==> config.mk <==
export PLATFORM = sky130hd
export DESIGN_NAME = shift_arbiter_ctrl
export DESIGN_NICKNAME = d
export VERILOG_FILES = /design/src/rtl/shift_arbiter_ctrl.sv
export SDC_FILE = /design/constraint.sdc
export NUM_CORES = 1
export LEC_CHECK = 0
export BUFFER_PORTS_ARGS = -buffer_cell sky130_fd_sc_hd__buf_2
export CORE_MARGIN = 4
export CORE_UTILIZATION = 43
export CTS_CLUSTER_SIZE = 14
export DETAILED_ROUTE_END_ITERATION = 7
export GPL_TIMING_DRIVEN = 0
export PLACE_DENSITY = 0.8
export REMOVE_ABC_BUFFERS = 1
export SKIP_CTS_REPAIR_TIMING = 1
export SLEW_MARGIN = 25
export SYNTH_ARGS = -nofsm -noshare
export SYNTH_HDL_FRONTEND = slang
export SYNTH_SLANG_ARGS = --single-unit
export TNS_END_PERCENT = 5
==> constraint.sdc <==
create_clock -name clk -period 1.8 [get_ports clk]
set_input_delay 0.45 -clock clk [delete_from_list [all_inputs] [get_ports clk]]
set_output_delay 0.45 -clock clk [all_outputs]
set_load 0.02 [all_outputs]
==> src/rtl/shift_arbiter_ctrl.sv <==
// -----------------------------------------------------------------------------
// shift_arbiter_ctrl
//
// Lets two requesters share one registered shifter. Only one operation is in
// flight at a time. When both requesters are valid, the one that was not
// served last is granted.
//
// The controller drives the winner's operands to the shifter and waits out
// the shifter latency. It then captures the shifter output and returns it,
// tagged with the owner's ID, on a valid/ready response channel.
//
// Ports:
//   clk, rst_n            clock, asynchronous active-low reset
//   reqN_valid/ready      request handshake (N = 0, 1); ready is combinational
//   reqN_a/fill/ctrl      operand, fill pattern and control code
//   sh_a/sh_fill/sh_ctrl  registered operands driven to the shifter
//   sh_out                shifter result (valid LAT cycles after ISSUE)
//   rsp_valid/ready       response handshake
//   rsp_id/rsp_data       owner of the result and the captured result
//   busy                  high in every state except IDLE
//
// Flow: IDLE -> ISSUE (1 cycle) -> WAIT (LAT cycles) -> RESP -> IDLE
// -----------------------------------------------------------------------------
module shift_arbiter_ctrl #(
  parameter int              W         = 16,
  parameter int              CW        = 4,
  parameter int              LAT       = 1,
  parameter logic [CW-1:0]   IDLE_CTRL = 4'h0
) (
  input  logic          clk,
  input  logic          rst_n,

  input  logic          req0_valid,
  output logic          req0_ready,
  input  logic [W-1:0]  req0_a,
  input  logic [W-1:0]  req0_fill,
  input  logic [CW-1:0] req0_ctrl,

  input  logic          req1_valid,
  output logic          req1_ready,
  input  logic [W-1:0]  req1_a,
  input  logic [W-1:0]  req1_fill,
  input  logic [CW-1:0] req1_ctrl,

  output logic [W-1:0]  sh_a,
  output logic [W-1:0]  sh_fill,
  output logic [CW-1:0] sh_ctrl,
  input  logic [W-1:0]  sh_out,

  output logic          rsp_valid,
  input  logic          rsp_ready,
  output logic          rsp_id,
  output logic [W-1:0]  rsp_data,
  output logic          busy
);

  // The wait counter must hold LAT-1; keep it at least one bit wide so that
  // LAT = 1 still gives a legal vector.
  localparam int              CNTW     = (LAT > 1) ? $clog2(LAT) : 1;
  localparam logic [CNTW-1:0] CNT_LOAD = CNTW'(LAT - 1);
  localparam logic [CNTW-1:0] CNT_ZERO = {CNTW{1'b0}};
  localparam logic [CNTW-1:0] CNT_ONE  = {{(CNTW-1){1'b0}}, 1'b1};

  typedef enum logic [1:0] {
    ST_IDLE  = 2'd0,
    ST_ISSUE = 2'd1,
    ST_WAIT  = 2'd2,
    ST_RESP  = 2'd3
  } state_t;

  state_t          state_r;
  state_t          state_nxt_s;
  logic [CNTW-1:0] cnt_r;
  logic            last_r;      // ID of the requester served most recently
  logic            gnt_valid_s; // some requester is eligible this cycle
  logic            gnt_id_s;    // ID of the eligible requester
  logic            accept_s;    // request handshake happens at this edge

  // Round-robin grant. On contention the requester not served last wins.
  always_comb begin
    gnt_valid_s = 1'b0;
    gnt_id_s    = 1'b0;
    if (req0_valid && req1_valid) begin
      gnt_valid_s = 1'b1;
      gnt_id_s    = ~last_r;
    end else if (req0_valid) begin
      gnt_valid_s = 1'b1;
      gnt_id_s    = 1'b0;
    end else if (req1_valid) begin
      gnt_valid_s = 1'b1;
      gnt_id_s    = 1'b1;
    end else begin
      gnt_valid_s = 1'b0;
      gnt_id_s    = 1'b0;
    end
  end

  // Ready only in IDLE, and only toward the granted requester.
  always_comb begin
    req0_ready = 1'b0;
    req1_ready = 1'b0;
    if ((state_r == ST_IDLE) && gnt_valid_s) begin
      req0_ready = ~gnt_id_s;
      req1_ready = gnt_id_s;
    end else begin
      req0_ready = 1'b0;
      req1_ready = 1'b0;
    end
  end

  assign accept_s = req0_ready | req1_ready;

  // Next-state logic for the IDLE/ISSUE/WAIT/RESP sequence.
  always_comb begin
    state_nxt_s = state_r;
    case (state_r)
      ST_IDLE: begin
        if (accept_s) begin
          state_nxt_s = ST_ISSUE;
        end else begin
          state_nxt_s = ST_IDLE;
        end
      end
      ST_ISSUE: begin
        state_nxt_s = ST_WAIT;
      end
      ST_WAIT: begin
        if (cnt_r == CNT_ZERO) begin
          state_nxt_s = ST_RESP;
        end else begin
          state_nxt_s = ST_WAIT;
        end
      end
      ST_RESP: begin
        // The response handshake returns to IDLE. A new request can be
        // accepted on the following cycle at the earliest.
        if (rsp_ready) begin
          state_nxt_s = ST_IDLE;
        end else begin
          state_nxt_s = ST_RESP;
        end
      end
      default: begin
        state_nxt_s = ST_IDLE;
      end
    endcase
  end

  // State register and all registered outputs and datapath.
  always_ff @(posedge clk or negedge rst_n) begin
    if (!rst_n) begin
      state_r   <= ST_IDLE;
      cnt_r     <= CNT_ZERO;
      last_r    <= 1'b1;
      sh_a      <= {W{1'b0}};
      sh_fill   <= {W{1'b0}};
      sh_ctrl   <= IDLE_CTRL;
      rsp_data  <= {W{1'b0}};
      rsp_id    <= 1'b0;
      rsp_valid <= 1'b0;
      busy      <= 1'b0;
    end else begin
      state_r   <= state_nxt_s;
      busy      <= (state_nxt_s != ST_IDLE);
      rsp_valid <= (state_nxt_s == ST_RESP);
      case (state_r)
        ST_IDLE: begin
          // Only the values present at the handshake edge are used.
          if (accept_s) begin
            sh_a    <= gnt_id_s ? req1_a    : req0_a;
            sh_fill <= gnt_id_s ? req1_fill : req0_fill;
            sh_ctrl <= gnt_id_s ? req1_ctrl : req0_ctrl;
            rsp_id  <= gnt_id_s;
            last_r  <= gnt_id_s;
          end
        end
        ST_ISSUE: begin
          cnt_r <= CNT_LOAD;
        end
        ST_WAIT: begin
          // Sample sh_out only in the final WAIT cycle. Earlier shifter
          // output is never seen. sh_a and sh_fill keep their values
          // through RESP.
          if (cnt_r == CNT_ZERO) begin
            rsp_data <= sh_out;
            sh_ctrl  <= IDLE_CTRL;
          end else begin
            cnt_r <= cnt_r - CNT_ONE;
          end
        end
        ST_RESP: begin
          // Hold the result and ID until the consumer accepts them.
          rsp_data <= rsp_data;
        end
        default: begin
          sh_ctrl <= IDLE_CTRL;
        end
      endcase
    end
  end

endmodule
## Word level (Yosys, flattened, before mapping)

Index checks and enable logic that the tools add are counted.

| cells by class | value |
|---|---|
| equality and inequality tests | 6 |
| bitwise logic cells | 4 |
| reductions and logical operators | 9 |
| mux-type cells | 19 |
| $add $sub $neg | 1 |

Operator list:

| operator | number |
|---|---|
| $mux W16 | 2 |
| $mux W4 | 3 |
| $mux W1 | 10 |
| $pmux W2 S4 | 1 |
| $pmux W4 S2 | 1 |
| $eq A2 B2 Y1 const B | 3 |
| $reduce_bool A2 Y1 | 3 |
| $ne A2 B2 Y1 const B | 2 |
| $reduce_and A2 Y1 | 2 |
| $not A1 Y1 | 3 |
| $reduce_and A3 Y1 | 1 |
| $eq A2 B1 Y1 const B | 1 |
| $logic_and A1 B1 Y1 | 2 |
| $logic_not A2 Y1 | 1 |
| $mux W2 | 1 |
| $pmux W1 S2 | 1 |
| $or A1 B1 Y1 | 1 |
| $sub A1 B1 Y1 const B | 1 |

| storage, ports and cells | value |
|---|---|
| bits in registers | 59 |
| output and inout bits | 57 |
| logic and storage cells | 49 |
| input bits | 93 |

## Longest topological paths before layout

Gate-level depths: netlist (run 1).

| logic depth | value |
|---|---|
| depth after elaboration | 9 |
| mapped depth | 5 |
| mapped depth without buffers | 3 |

## Least setup slack after synthesis (run 1)

OpenSTA, ideal clock, no wires.

| timing | value |
|---|---|
| path kind | in2out |
| from | input port req1_valid |
| to | output port req1_ready |
| required time | 1,350 ps |
| buffers on the path | 1 |
| arrival time | 1,216 ps |
| path slack | 134 ps |
| cell stages on the path | 3 |
| path through | a21boi_2 > buf_2 > and2_1 |

| between the ends | value |
|---|---|
| cells in the longest elaborated chain, start to end | 5 |
| elaborated cells between the ends (all ways) | 8 |
| classes of those cells | 6 x mux; 2 x reduce/logical |

RTL lines:

| what | RTL line | text |
|---|---|---|
| start, declared | 39 | `input logic req1_valid,` |
| $mux W1 | 89 | `end else if (req1_valid) begin` |
| $mux W1 | 86 | `end else if (req0_valid) begin` |
| $mux W1 | 83 | `if (req0_valid && req1_valid) begin` |
| $logic_and A1 B1 Y1 | 102 | `if ((state_r == ST_IDLE) && gnt_valid_s) begin` |
| $mux W1 * | 102 |  |
| end, declared | 40 | `output logic req1_ready,` |

Every way passes the cells marked *; elsewhere a longest branch is shown, timed or not.

## Worst setup path in the final report (run 1)

| timing | value |
|---|---|
| from | register last_r |
| to | output port req0_ready |

| between the ends | value |
|---|---|
| cells in the longest elaborated chain, start to end | 4 |

RTL lines:

| what | RTL line | text |
|---|---|---|
| start, declared | 74 | `logic last_r;` |
| start signal, assigned | 174 | `last_r <= gnt_id_s;` |
| $not A1 Y1 | 85 | `gnt_id_s = ~last_r;` |
| $mux W1 | 83 |  |
| $not A1 Y1 | 103 | `req0_ready = ~gnt_id_s;` |
| $mux W1 | 102 |  |
| end, declared | 34 | `output logic req0_ready,` |

No other way between the ends.

==> reports/results.ini, run 1 <==
[outcome]
status=finished with violations
violations=negative setup slack

[sta]
hold_viol=0
setup_viol=2
slew_headroom=0.4483
drv_slew=0
rsz0062_at_grt=true
finClkSkew_ns=0.009001
fin_crit_sh=1.025
finalCriticalPeriod_ns=1.844
clock.fmax_mhz=542.2
setup_ws_ns=-0.04421
tightest_slew_ns=0.8228

[route]
dr_total_vias=2338
viasPerCell=5.116
drc=0
dr.pass1.iters=5
drt-total-wl_mm=7.683
m1WireLength_mm=3.139
met2WireLength_mm=3.965
dr.max_layer_used=met4
ant_nets=0
drt_iter0_markers=116
drt-wirelength-per-cell_um=16.81
wl_met3_um=411

[critical_path]
critPathCaptureType=primary output
critPathMaxFanout=8
required_ns=1.35
cp-start-kind=flop
crit_type=flop to primary output
crit_arrival_ns=1.39

[synth]
synthXorXnorAreaFrac=0
yosys.area_share.simple=0.1893
syn_avg_cell_area_um2=11.36
synth_compound_area_frac=0.1457
synthAdderAreaFrac=0
yosysSeqAreaShare=0.5893
synthesis.area_um2=2465
ys_seq_elements=58
synth_top_family_by_area=simple AND/OR/NAND/NOR gates
synth_cells=217
ys_warn_count=0
synth.distinct_cells=21
yosys-mux-area-fraction=0.03249

[cts]
path_clk_slew_ns=0.07
cts.htree.levels=3
tritoncts=done
clockBufferDepth=2
cts_sinks=58
clk-insertion-delay-late_ns=0.32
cts_root_buf=clkbuf_8
cts_buffers=9

[placement]
numPortBuffers=149
finalWeightedCongestion=0.7704
hpwl_mm=4.836
place_ws_ns=-0.4871

[flow_run]
cap_violations=0

[floorplanning]
rows=27
start_util=0.4449
ios=150
core_um2=5540
fp.dieH_um=83.71
die_w_um=83.71
die-area_um2=7007

[global_routing]
grt.overflow.total=0
grt_pass1_vias=2292
gr-usage-all-layers=0.1978
grt_pass1_wl_mm=11.18
antenna_found_initial=0
grt_max_degree=59

[power_and_ir_drop]
p_leak_uw=0.002129
total_power_uw=6452
p_per_area_nw_per_um2=1781
vdd_drop_max_mv=0.9730

[hold_path]
hold_path_class=input pin to asynchronous set/reset pin

[layout]
fillers=475
drive_gt1_frac=0.5065
diodes=0
nets=473
area_growth_syn_to_layout_pct=47.01
post-route-util=0.6540

## layer usage
layer | global-route usage | up-vias
met1 | 0.2339 | 1111
met4 | 0.09064 | 0
met2 | 0.3406 | 89
met3 | 0.04541 | 17
met5 | 0 | -
li1 | - | 1121
## where the power goes
group / internal, µW / leakage, µW / switching [µW]
logic: 1210 / 0.00131 / 1790
registers: 1920 / 0.000717 / 322
clock network: 707 / 0.000105 / 500
total: 3840 / 0.00213 / 2610
## final timing paths
check	start	endpoint	slack, ns	cells after the start
min in group clk	sh_out[6]	rsp_data[6]	0.32	3
max	last_r	req0_ready	-0.04	3
min	rst_n	rsp_data[14]	0.18	1
min reg2reg	rsp_data[10]	rsp_data[10]	0.47	2
max reg2reg	state_r[0]	sh_a[6]	0.17	4
max in group asynchronous	rst_n	state_r[1]	1.07	1
## synth_stat cells
cell type | number | area (µm²)
dfrtp_1 | 57 | 1426
nand2_1 | 55 | 206.5
and3_1 | 33 | 206.5
a221o_1 | 32 | 320.3
clkbuf_1 | 10 | 37.54
mux2i_1 | 8 | 80.08
buf_2 | 4 | 20.02
buf_6 | 4 | 45.04
a21o_1 | 2 | 15.01
a21boi_2 | 1 | 11.26
and2_1 | 1 | 6.260
and2b_1 | 1 | 7.510
and3_4 | 1 | 11.26
dfstp_2 | 1 | 26.28
inv_1 | 1 | 3.750
nand2b_1 | 1 | 6.260
nor2_1 | 1 | 3.750
nor2_4 | 1 | 11.26
o211ai_1 | 1 | 7.510
o21ai_1 | 1 | 5.000
or2b_1 | 1 | 7.510
## layout make-up
cell class / instances / area, µm² / area share
clock buffer: 11 / 151.4 / 0.04178
clock inverter: 5 / 52.55 / 0.01450
inverter: 1 / 3.754 / 0.001036
multi-input combinational: 144 / 965.9 / 0.2666
sequential: 58 / 1455 / 0.4016
tap: 72 / 90.09 / 0.02486
timing repair buffer: 166 / 904.6 / 0.2497
## placed cells by master, fill, tap and decap left out, types with 2 or more instances in the layout
master and n:
a21o_1 2, a221o_1 32, and3_1 33, buf_2 146, buf_4 18, clkbuf_8 11, clkinv_2 3, dfrtp_1 55
dfrtp_2 2, mux2i_1 8, nand2_1 55, nor2_2 2
## registers in the layout (all words and copies together) (netlist names)
register and count:
sh_ctrl 4, rsp_valid 1, last_r 1, busy 1, rsp_id 1, state_r 2
sh_fill 16, rsp_data 16, sh_a 16
## per-stage QoR
step | hold slack (ns) | cell area [µm²] | instances | setup TNS (ns)
after CTS | 0.2022 | 3451 | 437 | -8.246
after floorplan | 0.1544 | 2362 | 199 | -20.15
final | 0.1751 | 3623 | 457 | -0.07113
after global routing | 0.2414 | 3623 | 457 | -0.2027
after detailed placement | 0.4571 | 3247 | 421 | -7.187
after global placement | 0.4541 | 3198 | 420 | -58.23
## worst max-delay path, cell delays in order (launching register included)
cell      delay [ns]
dfstp_2         0.56
nand2b_4        0.13
and3_4          0.25
buf_6           0.13
## logic make-up (layout without fill, tap and decap cells)
logic type	Yosys count	after routing
buffers and inverters	19	183
multiplexers	8	8
AO/OA/AOI/OAI	37	38
AND/OR/NAND/NOR	95	98
flip-flops	58	58
Note: power is estimated with default switching activity, not from simulation.
==> run 2: changes to the inputs <==
PLACE_DENSITY = not set   (was 0.8)
PLACE_DENSITY_LB_ADDON = 0.08   (was not set)
==> run 2 against run 1 <==
Maximum frequency down 1.7%. Non-clock buffer count down 3. Largest cell class unchanged. The flow still finishes with violations (negative setup slack). Worst setup slack worse by 0.031 ns. Via count up 1.2%.
==> reports/results.ini, run 2 (synthesis gave the netlist of run 1 again) <==
[route]
drt_iter0_markers=118
dr_total_vias=2367
drt-wirelength-per-cell_um=16.78
drt-total-wl_mm=7.619
ant_nets=0
dr.pass1.iters=4
viasPerCell=5.214
drc=0

[floorplanning]
fp.dieH_um=83.71
die_w_um=83.71
die-area_um2=7007
ios=150
start_util=0.4449
core_um2=5540
rows=27

[power_and_ir_drop]
vdd_drop_max_mv=0.8367
p_leak_uw=0.002119
total_power_uw=6432
p_per_area_nw_per_um2=1784

[cts]
cts.htree.levels=3
tritoncts=done
clockBufferDepth=2
cts_buffers=9
path_clk_slew_ns=0.06
cts_sinks=58
clk-insertion-delay-late_ns=0.31
cts_root_buf=clkbuf_8

[outcome]
violations=negative setup slack
status=finished with violations

[layout]
multi_input_area_um2=973.4
largest_registers=rsp_data (16), sh_a (16), sh_fill (16)
fillers=505
regArea_um2=1455
area_growth_syn_to_layout_pct=46.29
drive_gt1_frac=0.5000
diodes=0
layout_common_cells=147 x buf_2, 55 x nand2_1, 55 x dfrtp_1
layout_commonest_cell=buf_2
final_cells=454
nets=471

[sta]
finalCriticalPeriod_ns=1.875
setup_viol=1
setup_ws_ns=-0.07541
hold_viol=0
slew_headroom=0.5103
finClkSkew_ns=0.008398
clock.fmax_mhz=533.2
fin_crit_sh=1.042
tightest_slew_ns=0.7303
rsz0062_at_grt=true
drv_slew=0

[placement]
numPlacedInstances=421
hpwl_mm=4.770
place_ws_ns=-0.4661
numPortBuffers=149
finalWeightedCongestion=0.7823

[global_routing]
grt_pass1_vias=2268
antenna_found_initial=0
grt_max_degree=59
gr-usage-all-layers=0.1971
grt_pass1_wl_mm=11.15
grt.overflow.total=0

[critical_path]
reg2reg_slack_ns=0.14
path_delay_family=flip-flops
cp_slowest_cell=dfstp_2
crit_type=flop to primary output
required_ns=1.35
cp_num_buf_inv=1
crit_arrival_ns=1.43
crit_chain=nand2b_4 > and3_4 > buf_6
critPathMaxFanout=6
cp.depth=3
ff2ff_path_depth=5
critPathCaptureType=primary output
cpPeakStageDelay_ns=0.59
cp-start-kind=flop

[hold_path]
hold_path_class=input pin to asynchronous set/reset pin

[flow_run]
cap_violations=0

==> run 2: changes by cell type in the layout (fill, tap and decap cells not counted), sizes merged <==
cell	change
and3	+1
clkinvlp	-1
clkinv	-2
buf	-3
clkbuf	+2
==> run 2: layer usage <==
layer,vias up,global-route usage,routed length (µm)
met4,0,0.08626,160
met5,-,0,0
met1,1127,0.2587,3467
li1,1121,-,-
met2,103,0.3095,3465
met3,16,0.04837,526
==> run 2: layout make-up <==
type / count / area share
sequential: 58 / 0.4035
multi-input combinational: 145 / 0.2700
clock inverter: 2 / 0.009715
tap: 72 / 0.02498
clock buffer: 13 / 0.04684
timing repair buffer: 163 / 0.2439
inverter: 1 / 0.001041
==> run 2: final timing paths <==
kind	startpoint	to
min in group clk	sh_out[7]	rsp_data[7]
setup reg to reg	state_r[0]	sh_fill[12]
hold reg to reg	rsp_data[6]	rsp_data[6]
hold / removal	rst_n	rsp_data[0]
setup / recovery	last_r	req0_ready
max in group asynchronous	rst_n	state_r[1]
==> run 2: metrics by stage <==
| stage | utilization | hold WS, ns | TNS [ns] | area [µm²] |
|---|---|---|---|---|
| after detailed placement | 0.5860 | 0.4562 | -6.252 | 3247 |
| final | 0.6509 | 0.1997 | -0.07541 | 3606 |
| after global placement | 0.5772 | 0.4532 | -61.93 | 3198 |
| after global routing | 0.6509 | 0.2550 | -0.1273 | 3606 |
| after floorplan | - | 0.1544 | -20.15 | 2362 |
| after CTS | 0.6229 | 0.2171 | -6.914 | 3451 |
==> run 2: worst reg2reg max path, cell delays in order, from the launching register on <==
cell,delay (ns)
dfrtp_2,0.44
nor2_4,0.21
buf_4,0.18
o21ai_4,0.17
buf_16,0.23
a221o_1,0.31
==> run 2: report_power, final <==
group	internal, µW	switching (µW)
Clock	744	481
Sequential	1920	333
Combinational	1180	1770
Total	3850	2580
